**config.mk**
```make
export PLATFORM = sky130hd
export DESIGN_NAME = vpu_req_issuer
export DESIGN_NICKNAME = d
export VERILOG_FILES = /design/src/rtl/vpu_pkg.sv /design/src/rtl/vpu_sync_fifo.sv /design/src/rtl/vpu_req_issuer.sv
export SDC_FILE = /design/constraint.sdc
export NUM_CORES = 1
export LEC_CHECK = 0
export CORE_MARGIN = 4
export CORE_UTILIZATION = 35
export CTS_BUF_LIST = sky130_fd_sc_hd__clkbuf_8
export CTS_CLUSTER_SIZE = 20
export DETAILED_ROUTE_END_ITERATION = 8
export REMOVE_ABC_BUFFERS = 1
export SLEW_MARGIN = 20
export SYNTH_ARGS = -nofsm -noshare
export SYNTH_HDL_FRONTEND = slang
export SYNTH_HIERARCHICAL = 1
export SYNTH_SLANG_ARGS = --single-unit
```
**constraint.sdc**
```tcl
create_clock -name clk -period 6.6 [get_ports clk]
set_input_delay 0.99 -clock clk [delete_from_list [all_inputs] [get_ports clk]]
set_output_delay 0.99 -clock clk [all_outputs]
set_load 0.05 [all_outputs]
```
**src/rtl/vpu_pkg.sv**
```systemverilog
// Shared types and widths for the VPU host-side request path.
//   INSTR_WIDTH      encoded VPU instruction width
//   STREAM_ID_WIDTH  stream tag width
//   vpu_req_entry_t  one buffered command {instr, stream_id}
//   vpu_issue_state_t issuer FSM states
package vpu_pkg;

   localparam int INSTR_WIDTH     = 32;
   localparam int STREAM_ID_WIDTH = 3;

   typedef struct packed {
      logic [INSTR_WIDTH-1:0]     instr;
      logic [STREAM_ID_WIDTH-1:0] stream_id;
   } vpu_req_entry_t;

   localparam int ENTRY_WIDTH = $bits(vpu_req_entry_t);

   typedef enum logic [1:0] {
      IDLE  = 2'd0,
      REQ   = 2'd1,
      STALL = 2'd2
   } vpu_issue_state_t;

endpackage

```
**src/rtl/vpu_sync_fifo.sv**
```systemverilog
// Synchronous FIFO used as the issuer's command buffer.
// Ports:
//   i_clk, i_rst       clock, synchronous active-high reset
//   i_push, i_data     write request and data (ignored when full)
//   i_pop              read request (ignored when empty)
//   o_head             entry at the read pointer
//   o_next             entry behind the head, valid only when o_count > 1
//   o_count            occupancy, one bit wider than the pointers
//   o_full             occupancy equals DEPTH
module vpu_sync_fifo #(
   parameter int WIDTH = 8,
   parameter int DEPTH = 4
) (
   input  logic                     i_clk,
   input  logic                     i_rst,
   input  logic                     i_push,
   input  logic [WIDTH-1:0]         i_data,
   input  logic                     i_pop,
   output logic [WIDTH-1:0]         o_head,
   output logic [WIDTH-1:0]         o_next,
   output logic [$clog2(DEPTH):0]   o_count,
   output logic                     o_full
);

   localparam int AW = $clog2(DEPTH);
   localparam int CW = AW + 1;

   logic [WIDTH-1:0] r_mem [DEPTH];
   logic [AW-1:0]    r_wr_ptr;
   logic [AW-1:0]    r_rd_ptr;
   logic [CW-1:0]    r_count;
   logic             w_push;
   logic             w_pop;

   assign o_full  = (r_count == CW'(DEPTH));
   assign w_push  = i_push && !o_full;
   assign w_pop   = i_pop && (r_count != '0);
   assign o_count = r_count;
   assign o_head  = r_mem[r_rd_ptr];
   // Lets the issuer load the following request in the same cycle as a pop.
   assign o_next  = r_mem[r_rd_ptr + AW'(1)];

   always_ff @(posedge i_clk) begin
      if (w_push) begin
         r_mem[r_wr_ptr] <= i_data;
      end
   end

   always_ff @(posedge i_clk) begin
      if (i_rst) begin
         r_wr_ptr <= '0;
         r_rd_ptr <= '0;
         r_count  <= '0;
      end else begin
         if (w_push) begin
            r_wr_ptr <= r_wr_ptr + AW'(1);
         end
         if (w_pop) begin
            r_rd_ptr <= r_rd_ptr + AW'(1);
         end
         case ({w_push, w_pop})
            2'b10:   r_count <= r_count + CW'(1);
            2'b01:   r_count <= r_count - CW'(1);
            default: r_count <= r_count;
         endcase
      end
   end

endmodule

```
**src/rtl/vpu_req_issuer.sv**
```systemverilog
// Host-side initiator for the VPU request/response protocol.
// Buffers commands, issues them as VPU requests, tracks in-flight stream IDs
// and retires them on matching responses. Stray responses set a sticky error.
// Build option: VPU_REQ_TIMEOUT_EN adds a response watchdog that also sets err_o.
// Ports:
//   clk, rst                  clock, synchronous active-high reset
//   cmd_valid_i/cmd_ready_o   command handshake; ready = command FIFO not full
//   cmd_instr_i/cmd_stream_id_i  command payload
//   req_valid_o/req_ready_i   request handshake to the VPU
//   req_instr_o/req_stream_id_o  request payload, held stable until accepted
//   rsp_valid_i/rsp_ready_o   response input; always accepted
//   rsp_stream_id_i           completed stream tag
//   done_valid_o/done_stream_id_o  one-cycle retire pulse and tag
//   outstanding_o             issued-but-unanswered count
//   busy_o                    FIFO non-empty or requests in flight
//   err_o                     sticky protocol error, cleared by rst only
//
// state | meaning
// IDLE  | nothing presented; loads the FIFO head when one is issuable
// REQ   | req_* registers hold the head entry, waiting for req_ready_i
// STALL | head is blocked (id in flight or outstanding limit reached)
module vpu_req_issuer
   import vpu_pkg::*;
#(
   parameter int CMD_FIFO_DEPTH  = 4,
   parameter int MAX_OUTSTANDING = 4,
   parameter int TIMEOUT_CYCLES  = 1024
) (
   input  logic                                 clk,
   input  logic                                 rst,
   input  logic                                 cmd_valid_i,
   output logic                                 cmd_ready_o,
   input  logic [INSTR_WIDTH-1:0]               cmd_instr_i,
   input  logic [STREAM_ID_WIDTH-1:0]           cmd_stream_id_i,
   output logic                                 req_valid_o,
   input  logic                                 req_ready_i,
   output logic [INSTR_WIDTH-1:0]               req_instr_o,
   output logic [STREAM_ID_WIDTH-1:0]           req_stream_id_o,
   input  logic                                 rsp_valid_i,
   output logic                                 rsp_ready_o,
   input  logic [STREAM_ID_WIDTH-1:0]           rsp_stream_id_i,
   output logic                                 done_valid_o,
   output logic [STREAM_ID_WIDTH-1:0]           done_stream_id_o,
   output logic [$clog2(MAX_OUTSTANDING+1)-1:0] outstanding_o,
   output logic                                 busy_o,
   output logic                                 err_o
);

   localparam int NUM_IDS = 2**STREAM_ID_WIDTH;
   localparam int OCW     = $clog2(MAX_OUTSTANDING+1);
   localparam int FCW     = $clog2(CMD_FIFO_DEPTH) + 1;

   vpu_issue_state_t             r_state, w_state_nxt;
   logic [INSTR_WIDTH-1:0]       r_req_instr, w_req_instr_nxt;
   logic [STREAM_ID_WIDTH-1:0]   r_req_id, w_req_id_nxt;
   logic [NUM_IDS-1:0]           r_inflight, w_inflight_nxt;
   logic [OCW-1:0]               r_outstanding, w_outstanding_nxt;
   logic                         r_done_valid;
   logic [STREAM_ID_WIDTH-1:0]   r_done_id;
   logic                         r_err;

   vpu_req_entry_t               w_entry_in, w_head, w_next;
   logic [FCW-1:0]               w_fifo_count;
   logic                         w_fifo_full, w_fifo_push, w_fifo_pop;
   logic                         w_issue, w_retire, w_stray, w_timeout;
   logic                         w_head_ok, w_next_ok;

   assign w_entry_in.instr     = cmd_instr_i;
   assign w_entry_in.stream_id = cmd_stream_id_i;
   assign w_fifo_push          = cmd_valid_i && cmd_ready_o;

   vpu_sync_fifo #(
      .WIDTH (ENTRY_WIDTH),
      .DEPTH (CMD_FIFO_DEPTH)
   ) u_cmd_fifo (
      .i_clk   (clk),
      .i_rst   (rst),
      .i_push  (w_fifo_push),
      .i_data  (w_entry_in),
      .i_pop   (w_fifo_pop),
      .o_head  (w_head),
      .o_next  (w_next),
      .o_count (w_fifo_count),
      .o_full  (w_fifo_full)
   );

   assign w_issue  = (r_state == REQ) && req_ready_i;
   assign w_retire = rsp_valid_i && r_inflight[rsp_stream_id_i];
   assign w_stray  = rsp_valid_i && !r_inflight[rsp_stream_id_i];

   // Retire clears before issue sets, so a same-id pair leaves the bit set.
   always_comb begin
      w_inflight_nxt = r_inflight;
      if (w_retire) begin
         w_inflight_nxt[rsp_stream_id_i] = 1'b0;
      end
      if (w_issue) begin
         w_inflight_nxt[r_req_id] = 1'b1;
      end
   end

   always_comb begin
      case ({w_issue, w_retire})
         2'b10:   w_outstanding_nxt = r_outstanding + OCW'(1);
         2'b01:   w_outstanding_nxt = r_outstanding - OCW'(1);
         default: w_outstanding_nxt = r_outstanding;
      endcase
   end

   assign w_head_ok = (r_outstanding < OCW'(MAX_OUTSTANDING)) &&
                      !r_inflight[w_head.stream_id];
   // After a handshake the following entry is judged against the updated scoreboard.
   assign w_next_ok = (w_outstanding_nxt < OCW'(MAX_OUTSTANDING)) &&
                      !w_inflight_nxt[w_next.stream_id];

   always_comb begin
      w_state_nxt     = r_state;
      w_req_instr_nxt = r_req_instr;
      w_req_id_nxt    = r_req_id;
      w_fifo_pop      = 1'b0;
      case (r_state)
         IDLE: begin
            if (w_fifo_count != '0) begin
               if (w_head_ok) begin
                  w_state_nxt     = REQ;
                  w_req_instr_nxt = w_head.instr;
                  w_req_id_nxt    = w_head.stream_id;
               end else begin
                  w_state_nxt = STALL;
               end
            end
         end
         STALL: begin
            if (w_head_ok) begin
               w_state_nxt     = REQ;
               w_req_instr_nxt = w_head.instr;
               w_req_id_nxt    = w_head.stream_id;
            end
         end
         REQ: begin
            if (req_ready_i) begin
               w_fifo_pop = 1'b1;
               if (w_fifo_count > FCW'(1)) begin
                  if (w_next_ok) begin
                     w_state_nxt     = REQ;
                     w_req_instr_nxt = w_next.instr;
                     w_req_id_nxt    = w_next.stream_id;
                  end else begin
                     w_state_nxt = STALL;
                  end
               end else begin
                  w_state_nxt = IDLE;
               end
            end
         end
         default: w_state_nxt = IDLE;
      endcase
   end

`ifdef VPU_REQ_TIMEOUT_EN
   localparam int WDW = (TIMEOUT_CYCLES > 2) ? $clog2(TIMEOUT_CYCLES) : 1;

   // Down-counter from TIMEOUT_CYCLES-1; the step onto zero flags the timeout
   // and the counter then sits at zero until a response or drain reloads it.
   logic [WDW-1:0] r_wd_cnt;

   always_ff @(posedge clk) begin
      if (rst) begin
         r_wd_cnt <= WDW'(TIMEOUT_CYCLES-1);
      end else if ((r_outstanding == '0) || w_retire) begin
         r_wd_cnt <= WDW'(TIMEOUT_CYCLES-1);
      end else if (r_wd_cnt != '0) begin
         r_wd_cnt <= r_wd_cnt - WDW'(1);
      end
   end

   assign w_timeout = (r_outstanding != '0) && !w_retire && (r_wd_cnt == WDW'(1));
`else
   // No watchdog in this build; the parameter only keeps the interface uniform.
   logic w_unused_timeout_cfg;
   assign w_unused_timeout_cfg = (TIMEOUT_CYCLES > 0);
   assign w_timeout            = 1'b0;
`endif

   always_ff @(posedge clk) begin
      if (rst) begin
         r_state       <= IDLE;
         r_req_instr   <= '0;
         r_req_id      <= '0;
         r_inflight    <= '0;
         r_outstanding <= '0;
         r_done_valid  <= 1'b0;
         r_done_id     <= '0;
         r_err         <= 1'b0;
      end else begin
         r_state       <= w_state_nxt;
         r_req_instr   <= w_req_instr_nxt;
         r_req_id      <= w_req_id_nxt;
         r_inflight    <= w_inflight_nxt;
         r_outstanding <= w_outstanding_nxt;
         r_done_valid  <= w_retire;
         if (w_retire) begin
            r_done_id <= rsp_stream_id_i;
         end
         r_err <= r_err | w_stray | w_timeout;
      end
   end

   assign cmd_ready_o      = !w_fifo_full;
   assign req_valid_o      = (r_state == REQ);
   assign req_instr_o      = r_req_instr;
   assign req_stream_id_o  = r_req_id;
   assign rsp_ready_o      = 1'b1;
   assign done_valid_o     = r_done_valid;
   assign done_stream_id_o = r_done_id;
   assign outstanding_o    = r_outstanding;
   assign busy_o           = (w_fifo_count != '0) || (r_outstanding != '0);
   assign err_o            = r_err;

endmodule

```
Yosys cells after proc, flatten, opt, wreduce, memory -nomap -nowiden
Memory sizes are Yosys's and may differ from the RTL's. A register that Yosys moved wholly into a read port is not among the register bits.
Cells that the tools add are included.
{ "op_classes": {"addsub": 6, "magnitude_cmp": 9, "eq_ne": 12, "muxes": 39, "bitwise": 4, "n_reduce_logical": 22} }
{ "op_table": {"columns": ["cell", "n"], "rows": [
  ["32-bit two-way mux", 5],
  ["32-bit case mux with 3 select lines", 1],
  ["3-bit by 4-bit < comparator with 1-bit output, second input constant", 4],
  ["2-bit two-way mux", 8],
  ["8-bit two-way mux", 2],
  ["3-bit two-way mux", 5],
  ["3-bit case mux with 2 select lines", 2],
  ["1-bit logical AND", 10],
  ["1-bit binary-select mux with 3-bit select", 3],
  ["1-bit two-way mux", 9],
  ["3-bit case mux with 3 select lines", 1],
  ["3-bit nonzero test", 3],
  ["8-bit bitwise AND", 1],
  ["8-bit inverter", 1],
  ["8-bit bitwise OR", 1],
  ["3-bit by 1-bit adder with 3-bit output, second input constant", 2],
  ["1-bit demux with 3-bit select", 2],
  ["2-bit by 1-bit == test with 1-bit output, second input constant", 3],
  ["2-bit == test, second input constant", 3],
  ["3-bit by 1-bit greater-or-equal comparator with 1-bit output, second input constant", 2],
  ["3-bit < comparator, second input constant", 2],
  ["2-bit by 1-bit inequality test with 1-bit output, second input constant", 3],
  ["2-bit case mux with 3 select lines", 1],
  ["3-bit by 1-bit subtractor with 3-bit output, second input constant", 2],
  ["11 further kinds", 16]
]} }
{ "totals": {"reg_bits": 60, "ram_bits": 140, "inputBits": 43, "output_inout_bits": 47, "elab_cells": 104, "n_memories": 1} }
{ "mem_list": {"columns": ["memory", "depth", "word_bits", "rd", "rd_clocked_by_memory_dff", "write_ports", "line", "text"], "rows": [
  ["u_cmd_fifo.r_mem", 4, 35, 2, 1, 1, "vpu_sync_fifo.sv:28", "logic [WIDTH-1:0] r_mem [DEPTH];"]
]} }

Logic depth before layout (Yosys ltp)
{ "logic_depth": {"depth_word": 17, "depth_mapped": 15, "mapped_depth_nobuf": 13} }

Hierarchy
Netlist, hierarchy kept.
{ "modules_own_cells": {"columns": ["module", "instances", "cells_per_inst", "area_each_um2", "seq_area_each_um2"], "rows": [
  ["vpu_sync_fifo", 1, 277, 6491.2, 4384.2],
  ["vpu_req_issuer", 1, 355, 3101.7, 1061.0]
]} }

Least setup slack after synthesis
Ideal clock, no wire load.
{ "synth_timing": {"path_kind": "input port to flip-flop", "start": "input rsp_stream_id_i[0]", "end": "register r_req_instr[10] (netlist: req_instr_o[10])", "setup_ns": 0.147, "arrival_time_ns": 3.853, "required_time_ns": 6.453, "slack_ns": 2.600, "stages": 15, "n_path_buf": 4, "path_cell_list": "buf_4 -> mux2i_1 -> o22ai_2 -> o21ai_4 -> buf_1 -> nor2_1 -> fa_1 -> and3_1 -> mux2i_1 -> xnor2_1 -> o31ai_4 -> and2_1 -> buf_6 -> buf_12 -> a311oi_2"} }
{ "synth_between": {"elab_chain_cells": 15, "elab_cells_between_ends": 23, "classes_between": "order compare: 3; eq/ne: 3; mux: 9; bitwise: 3; reduce/logical: 5"} }
{ "synth_rtl": {"columns": ["element", "line", "text"], "rows": [
  ["start, declared", "vpu_req_issuer.sv:41", "input logic [STREAM_ID_WIDTH-1:0] rsp_stream_id_i,"],
  ["3-bit by 4-bit < comparator with 1-bit output (implied by the code) / 3-bit by 1-bit greater-or-equal comparator with 1-bit output (equally long branches)", "vpu_req_issuer.sv:95", "w_inflight_nxt[rsp_stream_id_i] = 1'b0;"],
  ["1-bit logical AND (implied by the code)", "vpu_req_issuer.sv:95", null],
  ["1-bit two-way mux (implied by the code)", "vpu_req_issuer.sv:95", null],
  ["1-bit demux with 3-bit select", "vpu_req_issuer.sv:95", null],
  ["8-bit inverter (no line)", null, null],
  ["8-bit bitwise AND (no line)", null, null],
  ["8-bit two-way mux", "vpu_req_issuer.sv:94", "if (w_retire) begin"],
  ["8-bit bitwise OR (no line)", null, null],
  ["8-bit two-way mux", "vpu_req_issuer.sv:97", "if (w_issue) begin"],
  ["1-bit binary-select mux with 3-bit select", "vpu_req_issuer.sv:114", "!w_inflight_nxt[w_next.stream_id];"],
  ["1-bit two-way mux (implied by the code)", "vpu_req_issuer.sv:114", null],
  ["1-bit logical NOT", "vpu_req_issuer.sv:114", null],
  ["1-bit logical AND *", "vpu_req_issuer.sv:113", "assign w_next_ok = (w_outstanding_nxt < OCW'(MAX_OUTSTANDING)) &&"],
  ["2-bit by 1-bit inequality test with 1-bit output (no line) *", null, null],
  ["5-bit AND reduction (no line) *", null, null],
  ["end signal, assigned", "vpu_req_issuer.sv:197", "r_req_instr <= w_req_instr_nxt;"],
  ["end, declared", "vpu_req_issuer.sv:54", "logic [INSTR_WIDTH-1:0] r_req_instr, w_req_instr_nxt;"]
]} }
Mark *: on every way between the ends. The rest lies on a longest branch, timed or not. The select of a mux whose other input is x is not followed.
A chain may end at the register's enable or synchronous reset.

Worst setup path after layout
{ "layout_timing": {"start": "input rsp_stream_id_i[0]", "end": "register r_req_instr[1] (netlist: req_instr_o[1])"} }
Same word-level chain as after synthesis.

==> flow_summary.toml <==
[outcome]
status = "complete, no violations"

[synth]
synth.area.top_cells = "edfxtp_1 44%, mux4_2 14%, dfxtp_1 13%, a311oi_2 4.7%, mux4_1 3.8%"
synth_area_mm2 = 0.00959
synth_edf_count = 140
ys_warn_count = 6
synth_area_per_cell_um2 = 15.2
ys_seq_area_share_pct = 56.8
async_flop_share_pct = 0
synth_top_area_cell = "edfxtp_1"
yosysTopAreaCellShare_pct = 43.8
synth_top_flop_cell = "edfxtp_1"
synth_cell_types = 56
synthCells = 632
ys_seq_elements = 202

[clock_network]
ctsHtreeMaxLevel = 2
cts_max_path_buffers = 3
post_cts_resized = 0
cts.sinks = 202
path_clk_slew_ns = 0.06
cts_setup_buffers = 0
cts_made_buffers = 35
clk-insertion-delay-late_ns = 0.54
cts_root_buf = "clkbuf_8"
tritoncts = "yes"
cts_hold_buf = 0

[timing]
worstMarginPinSlew_ns = 1.05
finalHoldViolations = 0
timing.final.crit_period_ns = 4.35
worst_slack_ns = 2.25
fmax_ghz = 0.230
timing.final.crit_share_pct = 66.0
tns_ns = 0
max-slew-margin-rel_pct = 29.9
setup_viol = 0
skew_ns = 0.0316
whs_ns = 0.457
rsz0062_at_grt = "false"
slew_viol_final = 0

[setup_path]
startpoint_type = "input pin"
critical_path.slowest_cell = "clkdlybuf4s50_1"
critPathBufInv = 2
critical_path_peak_fanout = 36
crit_type = "input pin to flop"
worst_r2r_path_depth = 13
cp.arrival_ns = 4.77
slowest_delay_ns = 0.77
crit_top_cell = "mux2i_1"
cp_num_cells = 13
critPathTopFamily = "compound AO/OA/AOI/OAI gates"
cp-end-kind = "flop"
cp.required_ns = 7.02
crit_chain = "clkdlybuf4s50_1 > mux2i_1 > o22ai_2 > o21ai_4 > nor2_1 > fa_1 > and3_1 > mux2i_1 > xnor2_1 > o31ai_4 > buf_4 > a21oi_1 > a311oi_2"

[power_and_ir_drop]
ir_drop_mv = 0.211
clkPwrFrac_pct = 24.4
powerDensity_mw_per_mm2 = 385
seqPwrFrac_pct = 38.9
p_sw_share_pct = 38.8
leakage_nw = 3.66
p_switching_mw = 1.69
internal_power_mw = 2.66
p_comb_share_pct = 36.7

[floorplan]
die_area_mm2 = 0.0301
ios = 90
core_region_area_mm2 = 0.0270
rows = 60
die_y_um = 174
initial_core_util_pct = 35.6
chipWidth_um = 174

[placed_design]
dp_hpwl_mm = 13.0
gp_congestion = 0.835
numPortBuffers = 88
dpl_worst_slack_ns = 1.75

[cells_and_area]
n_antenna_cell = 0
syn_to_final_growth_pct = 17.7
nets = 769
drive_gt1_share_pct = 22.6
final_common_cell = "edfxtp_1"
most-common-layout-cells = "140 x edfxtp_1, 87 x clkdlybuf4s50_1, 85 x nand2_1"

[routing]
ant_nets = 0
wl_per_cell_um = 20.6
drcViolationCount = 0
num_vias = 5960
vias_per_cell = 5.49
first_pass_iters = 5
drt-initial-drc-count = 402
drt-total-wl_mm = 22.4

[run]
timing.max_cap.violations = 0

[global_routing]
grt_pass1_vias = 6228
grt_max_degree = 63
grt_overflow = 0
grt_pass1_wl_mm = 35.4
grt_usage_pct = 14.9
antenna_found_initial = 2

[worst_hold_path]
hp-class = "flop to flop"
holdPathStages = 2
-- kinds of logic after synthesis --
family                   synth area share, %
flip-flops                              56.8
AND/OR/NAND/NOR                         6.60
AO/OA/AOI/OAI                           11.8
multiplexers                            18.4
buffers and inverters                   4.70
adder cells (fa/ha/maj)                 1.07
XOR/XNOR                               0.639
other                                 0.0391
-- worst register-to-register path: cells and delay by family (launching register included) --
| family | cells | cell delay (ns) |
|---|---|---|
| simple gates | 4 | 0.97 |
| flops | 1 | 0.46 |
| mux | 1 | 0.16 |
| fa+ha+maj | 1 | 0.39 |
| compound gates | 3 | 0.71 |
| buf+inv | 3 | 0.85 |
| xor+xnor | 1 | 0.15 |
-- cell usage after synthesis, drive strengths merged, types with 5 or more instances --
library cell  count
edfxtp          140
nand2            86
mux4             72
dfxtp            62
a21oi            57
a311oi           36
buf              34
nor2             22
inv              16
clkbuf           13
o21ai            10
mux2i             9
o31ai             6
and2              5
ha                5
nor2b             5
-- layer usage --
layer / GRT usage [%] / wire (µm)
met4: 4.39 / 369
met3: 3.79 / 1580
met2: 25.2 / 11200
met5: 0 / 27
met1: 18.9 / 9160
-- registers in the layout, summed over array words and instances, names as in the netlist, named ones only --
| register | cells |
|---|---|
| u_cmd_fifo/r_mem | 140 |
| req_instr_o | 32 |
| r_inflight | 8 |
| done_stream_id_o | 3 |
| outstanding_o | 3 |
| req_stream_id_o | 3 |
| u_cmd_fifo/o_count | 3 |
| r_state | 2 |
| u_cmd_fifo/r_rd_ptr | 2 |
| u_cmd_fifo/r_wr_ptr | 2 |
| done_valid_o | 1 |
| err_o | 1 |
-- power by group through the flow --
stage,sequential [mW],clock (mW),combinational [mW]
after floorplan,2.06,0,0.676
after global placement,1.72,0,1.57
after detailed placement,1.72,0,1.61
after CTS,1.70,1.10,1.61
final,1.69,1.06,1.60
after global routing,1.71,1.16,1.70
-- metrics by stage --
step	area [µm²]	std cells	util (%)	power [mW]
6_report	11300	1085	41.9	4.35
5_1_grt	11300	1085	41.9	4.57
4_1_cts	11300	1084	41.8	4.41
3_5_place_dp	10600	1022	39.4	3.33
3_3_place_gp	10600	1021	39.3	3.29
2_1_floorplan	9200	585	-	2.74
-- path summary, 6_finish.rpt --
check                 startpoint             endpoint  slack, ns
max           rsp_stream_id_i[0]       req_instr_o[1]       2.25
min          done_stream_id_o[0]  done_stream_id_o[0]       0.46
max reg2reg           r_state[0]       req_instr_o[1]       2.81
min reg2reg  done_stream_id_o[0]  done_stream_id_o[0]       0.46
-- final cells by class --
type                            instances  area [µm²]
Clock buffer                           37         509
Fill cell                            2439       15700
Tap cell                              341         427
Inverter                               16        60.1
Multi-Input combinational cell        367        3720
Clock inverter                         25         143
Sequential cell                       202        5450
Timing Repair Buffer                   97         978
(Power assumes the default switching activity.)
